[src/rtl/register_file_write_bank.sv]
// Write side of the 32-entry RISC-V integer register file.
// x1..x31 are flops, x0 is hard-wired zero, and sp/gp come out of reset at their ABI values.
module register_file_write_bank #(
  parameter int          n       = 32,
  parameter logic [31:0] SP_INIT = 32'h7FFF_EFFC,
  parameter logic [31:0] GP_INIT = 32'h1000_8000
) (
  input  logic         clk,
  input  logic         reset,
  // Write port: one write-back per rising edge when reg_write is high; there is no ready, the bank always accepts.
  input  logic         reg_write,
  input  logic [4:0]   write_register,
  input  logic [n-1:0] write_data,
  output logic [n-1:0] data_0,
  output logic [n-1:0] data_1,
  output logic [n-1:0] data_2,
  output logic [n-1:0] data_3,
  output logic [n-1:0] data_4,
  output logic [n-1:0] data_5,
  output logic [n-1:0] data_6,
  output logic [n-1:0] data_7,
  output logic [n-1:0] data_8,
  output logic [n-1:0] data_9,
  output logic [n-1:0] data_10,
  output logic [n-1:0] data_11,
  output logic [n-1:0] data_12,
  output logic [n-1:0] data_13,
  output logic [n-1:0] data_14,
  output logic [n-1:0] data_15,
  output logic [n-1:0] data_16,
  output logic [n-1:0] data_17,
  output logic [n-1:0] data_18,
  output logic [n-1:0] data_19,
  output logic [n-1:0] data_20,
  output logic [n-1:0] data_21,
  output logic [n-1:0] data_22,
  output logic [n-1:0] data_23,
  output logic [n-1:0] data_24,
  output logic [n-1:0] data_25,
  output logic [n-1:0] data_26,
  output logic [n-1:0] data_27,
  output logic [n-1:0] data_28,
  output logic [n-1:0] data_29,
  output logic [n-1:0] data_30,
  output logic [n-1:0] data_31,
  output logic         write_strobe,
  output logic [4:0]   last_written
);

  logic [n-1:0] regs [1:31];
  logic [31:1]  we;
  logic         accept;

  // One-hot decode; reg_write gates every enable so an unknown index with reg_write low writes nothing.
  always_comb begin
    we = '0;
    for (int k = 1; k < 32; k++) begin
      we[k] = reg_write && (write_register == 5'(k));
    end
  end

  assign accept = |we;

  always_ff @(posedge clk or negedge reset) begin
    if (!reset) begin
      for (int k = 1; k < 32; k++) begin
        if (k == 2)      regs[k] <= n'(SP_INIT);
        else if (k == 3) regs[k] <= n'(GP_INIT);
        else             regs[k] <= '0;
      end
    end else begin
      for (int k = 1; k < 32; k++) begin
        if (we[k]) regs[k] <= write_data;
      end
    end
  end

  always_ff @(posedge clk or negedge reset) begin
    if (!reset) begin
      write_strobe <= 1'b0;
      last_written <= 5'd0;
    end else begin
      write_strobe <= accept;
      if (accept) last_written <= write_register;
    end
  end

  assign data_0  = '0;
  assign data_1  = regs[1];
  assign data_2  = regs[2];
  assign data_3  = regs[3];
  assign data_4  = regs[4];
  assign data_5  = regs[5];
  assign data_6  = regs[6];
  assign data_7  = regs[7];
  assign data_8  = regs[8];
  assign data_9  = regs[9];
  assign data_10 = regs[10];
  assign data_11 = regs[11];
  assign data_12 = regs[12];
  assign data_13 = regs[13];
  assign data_14 = regs[14];
  assign data_15 = regs[15];
  assign data_16 = regs[16];
  assign data_17 = regs[17];
  assign data_18 = regs[18];
  assign data_19 = regs[19];
  assign data_20 = regs[20];
  assign data_21 = regs[21];
  assign data_22 = regs[22];
  assign data_23 = regs[23];
  assign data_24 = regs[24];
  assign data_25 = regs[25];
  assign data_26 = regs[26];
  assign data_27 = regs[27];
  assign data_28 = regs[28];
  assign data_29 = regs[29];
  assign data_30 = regs[30];
  assign data_31 = regs[31];

endmodule

[config.mk]
export PLATFORM = sky130hd
export DESIGN_NAME = register_file_write_bank
export DESIGN_NICKNAME = d
export VERILOG_FILES = /design/src/rtl/register_file_write_bank.sv
export SDC_FILE = /design/constraint.sdc
export NUM_CORES = 1
export LEC_CHECK = 0
export BUFFER_PORTS_ARGS = -buffer_cell sky130_fd_sc_hd__buf_2
export CAP_MARGIN = 10
export CORE_AREA = 2 2 419 421
export DETAILED_ROUTE_END_ITERATION = 10
export DIE_AREA = 0 0 421 423
export GPL_TIMING_DRIVEN = 1
export REMOVE_ABC_BUFFERS = 1
export SLEW_MARGIN = 10
export SYNTH_ARGS = -nofsm -noshare
export SYNTH_HDL_FRONTEND = slang
export SYNTH_SLANG_ARGS = --single-unit
[constraint.sdc]
create_clock -name clk -period 0.8 [get_ports clk]
set_input_delay 0.16 -clock clk [delete_from_list [all_inputs] [get_ports clk]]
set_output_delay 0.16 -clock clk [all_outputs]
set_load 0.01 [all_outputs]
==> reports/metrics.yaml, run 1 <==
outcome: "finished, violations left"
violations: "negative setup slack"
num_vias: 24749
cap_violations: 0
required_ns: 0.64
yosys.area.top_type: "dfrtp_1"
finalWorstSetupSlack_ns: -0.750
synth_ff_type: "dfrtp_1"
period_minus_slack_ns: 1.55
synth_top_area_share: 0.643
port_buffers: 1037
die_h_um: 423
wl_um: 141000
ys_types: 24
cts_buffers: 106
fin_hold_ws_ns: 0.160
power.density_nw_per_um2: 2760
layout.cells.non_filler: 6020
async_reset_ff_frac: 1.00
min_period_over_period: 1.94
grt_start_max_net_pins: 82
hold_viol: 0
route.met3.wl_um: 7520
dr_wl_met2_um: 73700
fp.coreArea_sq_um: 173000
r2r_cells: 3
ys_warn_count: 0
h-tree-depth: 3
synth_edf_count: 0
worst-path-max-fanout: 2
power_mw: 155
pre_cts_ws_ns: -1.04
clk_path_buf_depth: 3
initial_utilization: 0.217
finalWeightedCongestion: 0.780
grt_overflow: 0
netlist_top_cells_count: "mux2_2, dfrtp_1, buf_2, clkbuf_1, buf_4"
crit_buf_inv: 1
drcViolationCount: 0
cts_num_sinks: 998
crit_chain: "buf_6"
drive_gt1_frac: 0.697
final_area_sq_um: 56400
boundaryPins: 1070
gr-usage-all-layers: 0.153
slew_viol_final: 0
clk_pin_slew_ns: 0.06
utilization: 0.325
dp.cells: 5664
antenna_found_initial: 5
die-area_sq_um: 178000
leakage_nw: 27.3
critical-path-top-delay-family: "flip-flops"
worstSetupPathType: "reg -> out"
place_area_sq_um: 47900
finalSetupTns_ns: -700.60
rows: 153
cp_slowest_cell: "dfstp_2"
syn_avg_cell_area_sq_um: 16.5
hpwl_um: 101000
yosysSeqAreaShare: 0.664
grt_pass1_vias: 26258
nets: 3645
top_layer: "met4"
setup_viol: 1898
routed_via_density: 4.11
hold_class: "in -> reg"
die_x_um: 421
rsz0062_at_grt: "yes"
crit_cells: 1
clk_latency_ns: 0.70
fin_skew_ns: 0
worst_setup_path_start_kind: "flip-flop"
routedWlPerCell_um: 23.5
crit_path_end_kind: "primary output"
synth_area_leaders: "dfrtp_1, mux2_2, dfstp_2"
drtIter0Drc: 1061
min_path_cells: 4
ant_nets: 0
ir_drop_uv: 2130
slowest_delay_ns: 0.56
yosysMostFrequentCell: "mux2_2"
cts_tree: "done"
fmax_mhz: 645
wl_met1_um: 53500
grt_pass1_wl_um: 197000
drtPass1Iterations: 4
worstPathArrival_ns: 1.39
netlist_area_sq_um: 37700
root_buffer: "clkbuf_16"
area_growth_syn_to_layout_pct: 49.6
syn_inst: 2279
ys_ff_latch: 998
-- layout by cell type (no fill, tap or decap), drive strengths merged, types with 6 or more instances in the layout --
master | netlist | final
clkinv | 0 | 15
nor2 | 13 | 13
clkbuf | 96 | 167
buf | 134 | 1376
mux2 | 992 | 992
clkinvlp | 0 | 6
dlygate4sd3 | 0 | 41
conb | 1 | 32
nand2 | 12 | 12
dfrtp | 968 | 968
dfstp | 30 | 30
-- cell type report --
type | instances | area (sq um)
clock inverters | 26 | 320
fillers | 17116 | 117000
multi-input cells | 1082 | 11800
flip-flops and latches | 998 | 25000
repair buffers | 1417 | 13200
clock buffers | 167 | 3110
diodes | 5 | 12.5
well taps | 2325 | 2910
-- cells by family after synthesis --
| group | after synthesis | synth area share |
|---|---|---|
| flip-flops | 998 | 0.664 |
| multiplexers | 992 | 0.297 |
| buffers and inverters | 230 | 0.0297 |
| AND/OR/NAND/NOR | 47 | 0.00734 |
| AO/OA/AOI/OAI | 11 | 0.00216 |
| other | 1 | 0.0000996 |
-- layer usage --
metal  global-route usage  vias to the layer above
met5                    0                        -
li1                     -                    10555
met3               0.0348                      269
met4               0.0697                        0
met1                0.173                    13150
met2                0.275                      775
-- final timing paths --
| check | from | slack (ns) | endpoint |
|---|---|---|---|
| worst max-delay path | data_2[27]$_DFFE_PN1P_ | -0.75 | data_2[27] |
| worst min-delay path | write_register[4] | 0.16 | last_written[2]$_DFFE_PN0P_ |
| worst max register to register | data_3[14]$_DFFE_PN0P_ | -0.21 | data_3[14]$_DFFE_PN0P_ |
| worst min register to register | data_3[26]$_DFFE_PN0P_ | 0.48 | data_3[26]$_DFFE_PN0P_ |
| max in group asynchronous | reset | -0.16 | data_29[6]$_DFFE_PN0P_ |
| min in group asynchronous | reset | 0.18 | data_5[28]$_DFFE_PN0P_ |
-- power by group --
group,internal [mW],switching (mW),total (mW)
clock,27.4,21.0,48.4
sequential,60.6,6.30,66.9
combinational,22.8,17.4,40.2
total,111,44.7,155
-- repair_timing --
| item | CTS | global route |
|---|---|---|
| setup endpoints to repair | 1299 | 1878 |
| buffers inserted | 43 | 74 |
| hold endpoints to repair | 1990 | 0 |
| pin swaps | 0 | 0 |
| hold buffers | 41 | 0 |
| resized for setup | 576 | 357 |
Power figures use the tool's default switching activity.
==> inputs of run 2 (changes only) <==
--- a/config.mk
+++ b/config.mk
@@ -5,11 +5,12 @@
 export SDC_FILE = /design/constraint.sdc
 export NUM_CORES = 1
 export LEC_CHECK = 0
+export ABC_CLOCK_PERIOD_IN_PS = 800
 export BUFFER_PORTS_ARGS = -buffer_cell sky130_fd_sc_hd__buf_2
 export CAP_MARGIN = 10
-export CORE_AREA = 2 2 419 421
+export CORE_AREA = 2 2 414 416
 export DETAILED_ROUTE_END_ITERATION = 10
-export DIE_AREA = 0 0 421 423
+export DIE_AREA = 0 0 416 418
 export GPL_TIMING_DRIVEN = 1
 export REMOVE_ABC_BUFFERS = 1
 export SLEW_MARGIN = 10
==> run 2 against run 1 <==
The run still ends with negative setup slack left. Combinational power is essentially flat. Clock skew is the same. Wire length grew 1.7%. Final cell count shrank 0.98%. First-iteration DRC count shrank 1.9%. Maximum frequency shrank 0.62%. Critical endpoint is now data_2[14].
==> reports/metrics.yaml, run 2 (synthesis results as in run 1) <==
gr-usage-all-layers: 0.159  # +0.00549
antenna_found_initial: 8  # +3
layout.cells.non_filler: 5961  # -0.98%
finalWorstSetupSlack_ns: -0.760  # -0.00974 ns
grt_pass1_vias: 26032  # -0.86%
fmax_mhz: 641  # -0.62%
final_common_cell: "mux2_2"
drtIter0Drc: 1041  # -1.9%
cts_num_sinks: 998  # unchanged
ant_nets: 0  # unchanged
cts_tree: "done"
crit_chain: "buf_6"
slowest_delay_ns: 0.55  # about the same
crit_buf_inv: 1  # unchanged
nets: 3689  # +1.2%
drcViolationCount: 0  # unchanged
hold_viol: 0  # unchanged
power.internal_mw: 114  # +2.4%
boundaryPins: 1070  # unchanged
worstSetupPathType: "reg -> out"
die_x_um: 416  # -1.2%
crit_path_end_kind: "primary output"
worst-path-max-fanout: 2  # unchanged
ir_drop_uv: 1850  # -13%
root_buffer: "clkbuf_16"
fin_hold_ws_ns: 0.0202  # -0.140 ns
clk_latency_ns: 0.72  # +0.02 ns
drtPass1Iterations: 5  # +1
power.density_nw_per_um2: 2810  # +1.8%
worstPathArrival_ns: 1.40  # about the same
final_cell_mix: "mux2_2, dfrtp_1, buf_6"
clk_pin_slew_ns: 0.06  # about the same
switching_share: 0.286  # -0.00142
routedWlPerCell_um: 24.1  # +2.7%
required_ns: 0.64  # about the same
clock_power_share: 0.327  # +0.016
critical-path-top-delay-family: "flip-flops"
power_frac_comb: 0.252  # -0.006
drive_gt1_frac: 0.703  # +0.00573
hold_class: "in -> reg"
p_sw_mw: 45.4  # +1.7%
slew_viol_final: 0  # unchanged
die_h_um: 418  # -1.2%
hpwl_um: 103000  # +1.5%
grt_start_max_net_pins: 51  # -38%
grt_pass1_wl_um: 197000  # about the same
period_minus_slack_ns: 1.56  # +0.00974 ns
initial_utilization: 0.223  # +0.00534
violations: "negative setup slack"
cts_buffers: 109  # +2.8%
cap_violations: 0  # unchanged
min_period_over_period: 1.95  # +0.0122
pwr-share-seq: 0.421  # -0.009
setup_viol: 2339  # +23%
area_growth_syn_to_layout_pct: 50.3
grt_overflow: 0  # unchanged
rows: 151  # -1.3%
die-area_sq_um: 174000  # -2.4%
num_vias: 25056  # +1.2%
wl_um: 144000  # +1.7%
cp_slowest_cell: "dfstp_2"
worst_setup_path_start_kind: "flip-flop"
fp.coreArea_sq_um: 169000  # -2.4%
fin_skew_ns: 0  # unchanged
outcome: "finished, violations left"
dp.cells: 5580  # -1.5%
port_buffers: 1037  # unchanged
routed_via_density: 4.20  # +2.2%
rsz0062_at_grt: "yes"
clk_path_buf_depth: 3  # unchanged
finalWeightedCongestion: 0.787  # +0.83%
power_mw: 159  # +2.2%
leakage_nw: 27.6  # +1.2%
h-tree-depth: 3  # unchanged
## run 2: cell count changes in the layout (fill, tap and decap cells not counted), sizes merged
cell	previous run	this run
buf	1376	1416
bufinv	2	7
clkbuf	167	169
clkinv	15	20
clkinvlp	6	3
diode	5	2
dlygate4sd3	41	42
inv	3	4
## run 2: metrics by stage
| stage | cell area, sq um | setup slack [ns] | setup TNS [ns] | utilization |
|---|---|---|---|---|
| 6_report | 56600 | -0.760 | -876.65 | 0.335 |
| 5_1_grt | 56600 | -0.846 | -968.83 | 0.335 |
| 4_1_cts | 54900 | -0.870 | -883.63 | 0.325 |
| 3_5_place_dp | 48000 | -1.05 | -813.43 | 0.284 |
| 3_3_place_gp | 48000 | -1.07 | -811.12 | 0.284 |
| 2_1_floorplan | 36700 | -1.54 | -1202.56 | - |
## run 2: power groups by stage
stage	Sequential, mW	Combinational (mW)	Clock, mW
after floorplan	70.7	8.77	0
after global placement	65.8	31.9	0
after detailed placement	66.2	32.3	0
after CTS	66.2	37.5	53.4
after global routing	67.9	42.1	55.5
final	66.9	40.1	52.0
## run 2: worst paths after layout
| kind | startpoint | to | slack [ns] | cells after the start |
|---|---|---|---|---|
| setup / recovery | data_2[14]$_DFFE_PN1P_ | data_2[14] | -0.76 | 1 |
| max in group asynchronous | reset | data_7[27]$_DFFE_PN0P_ | -0.53 | 5 |
| setup reg to reg | data_10[14]$_DFFE_PN0P_ | data_10[14]$_DFFE_PN0P_ | -0.25 | 3 |
| min in group asynchronous | reset | data_11[7]$_DFFE_PN0P_ | 0.16 | 4 |
| hold / removal | write_register[3] | write_strobe$_DFF_PN0_ | 0.02 | 3 |
| hold reg to reg | data_13[30]$_DFFE_PN0P_ | data_13[30]$_DFFE_PN0P_ | 0.48 | 1 |
## run 2: layout make-up
cell class	count	area, sq um
Sequential cell	998	25000
Fill cell	16445	112000
Timing Repair Buffer	1458	13300
Clock inverter	34	477
Clock buffer	169	3250
Multi-Input combinational cell	1082	11800
Antenna cell	2	5.00
Tap cell	2218	2780
## run 2: what timing repair did
action                     in CTS  in global routing
hold endpoints to repair     1993                  0
hold buffers                   42                  0
setup endpoints to repair    1265               2332
resized for setup             607                269
setup buffers                  61                 73
## run 2: layer usage
metal,vias to the layer above,part of all wire,global-route usage
met2,790,0.53,0.285
met5,-,0.00038,0
met3,245,0.052,0.0354
met4,8,0.043,0.0707
li1,10641,-,-
met1,13372,0.38,0.180
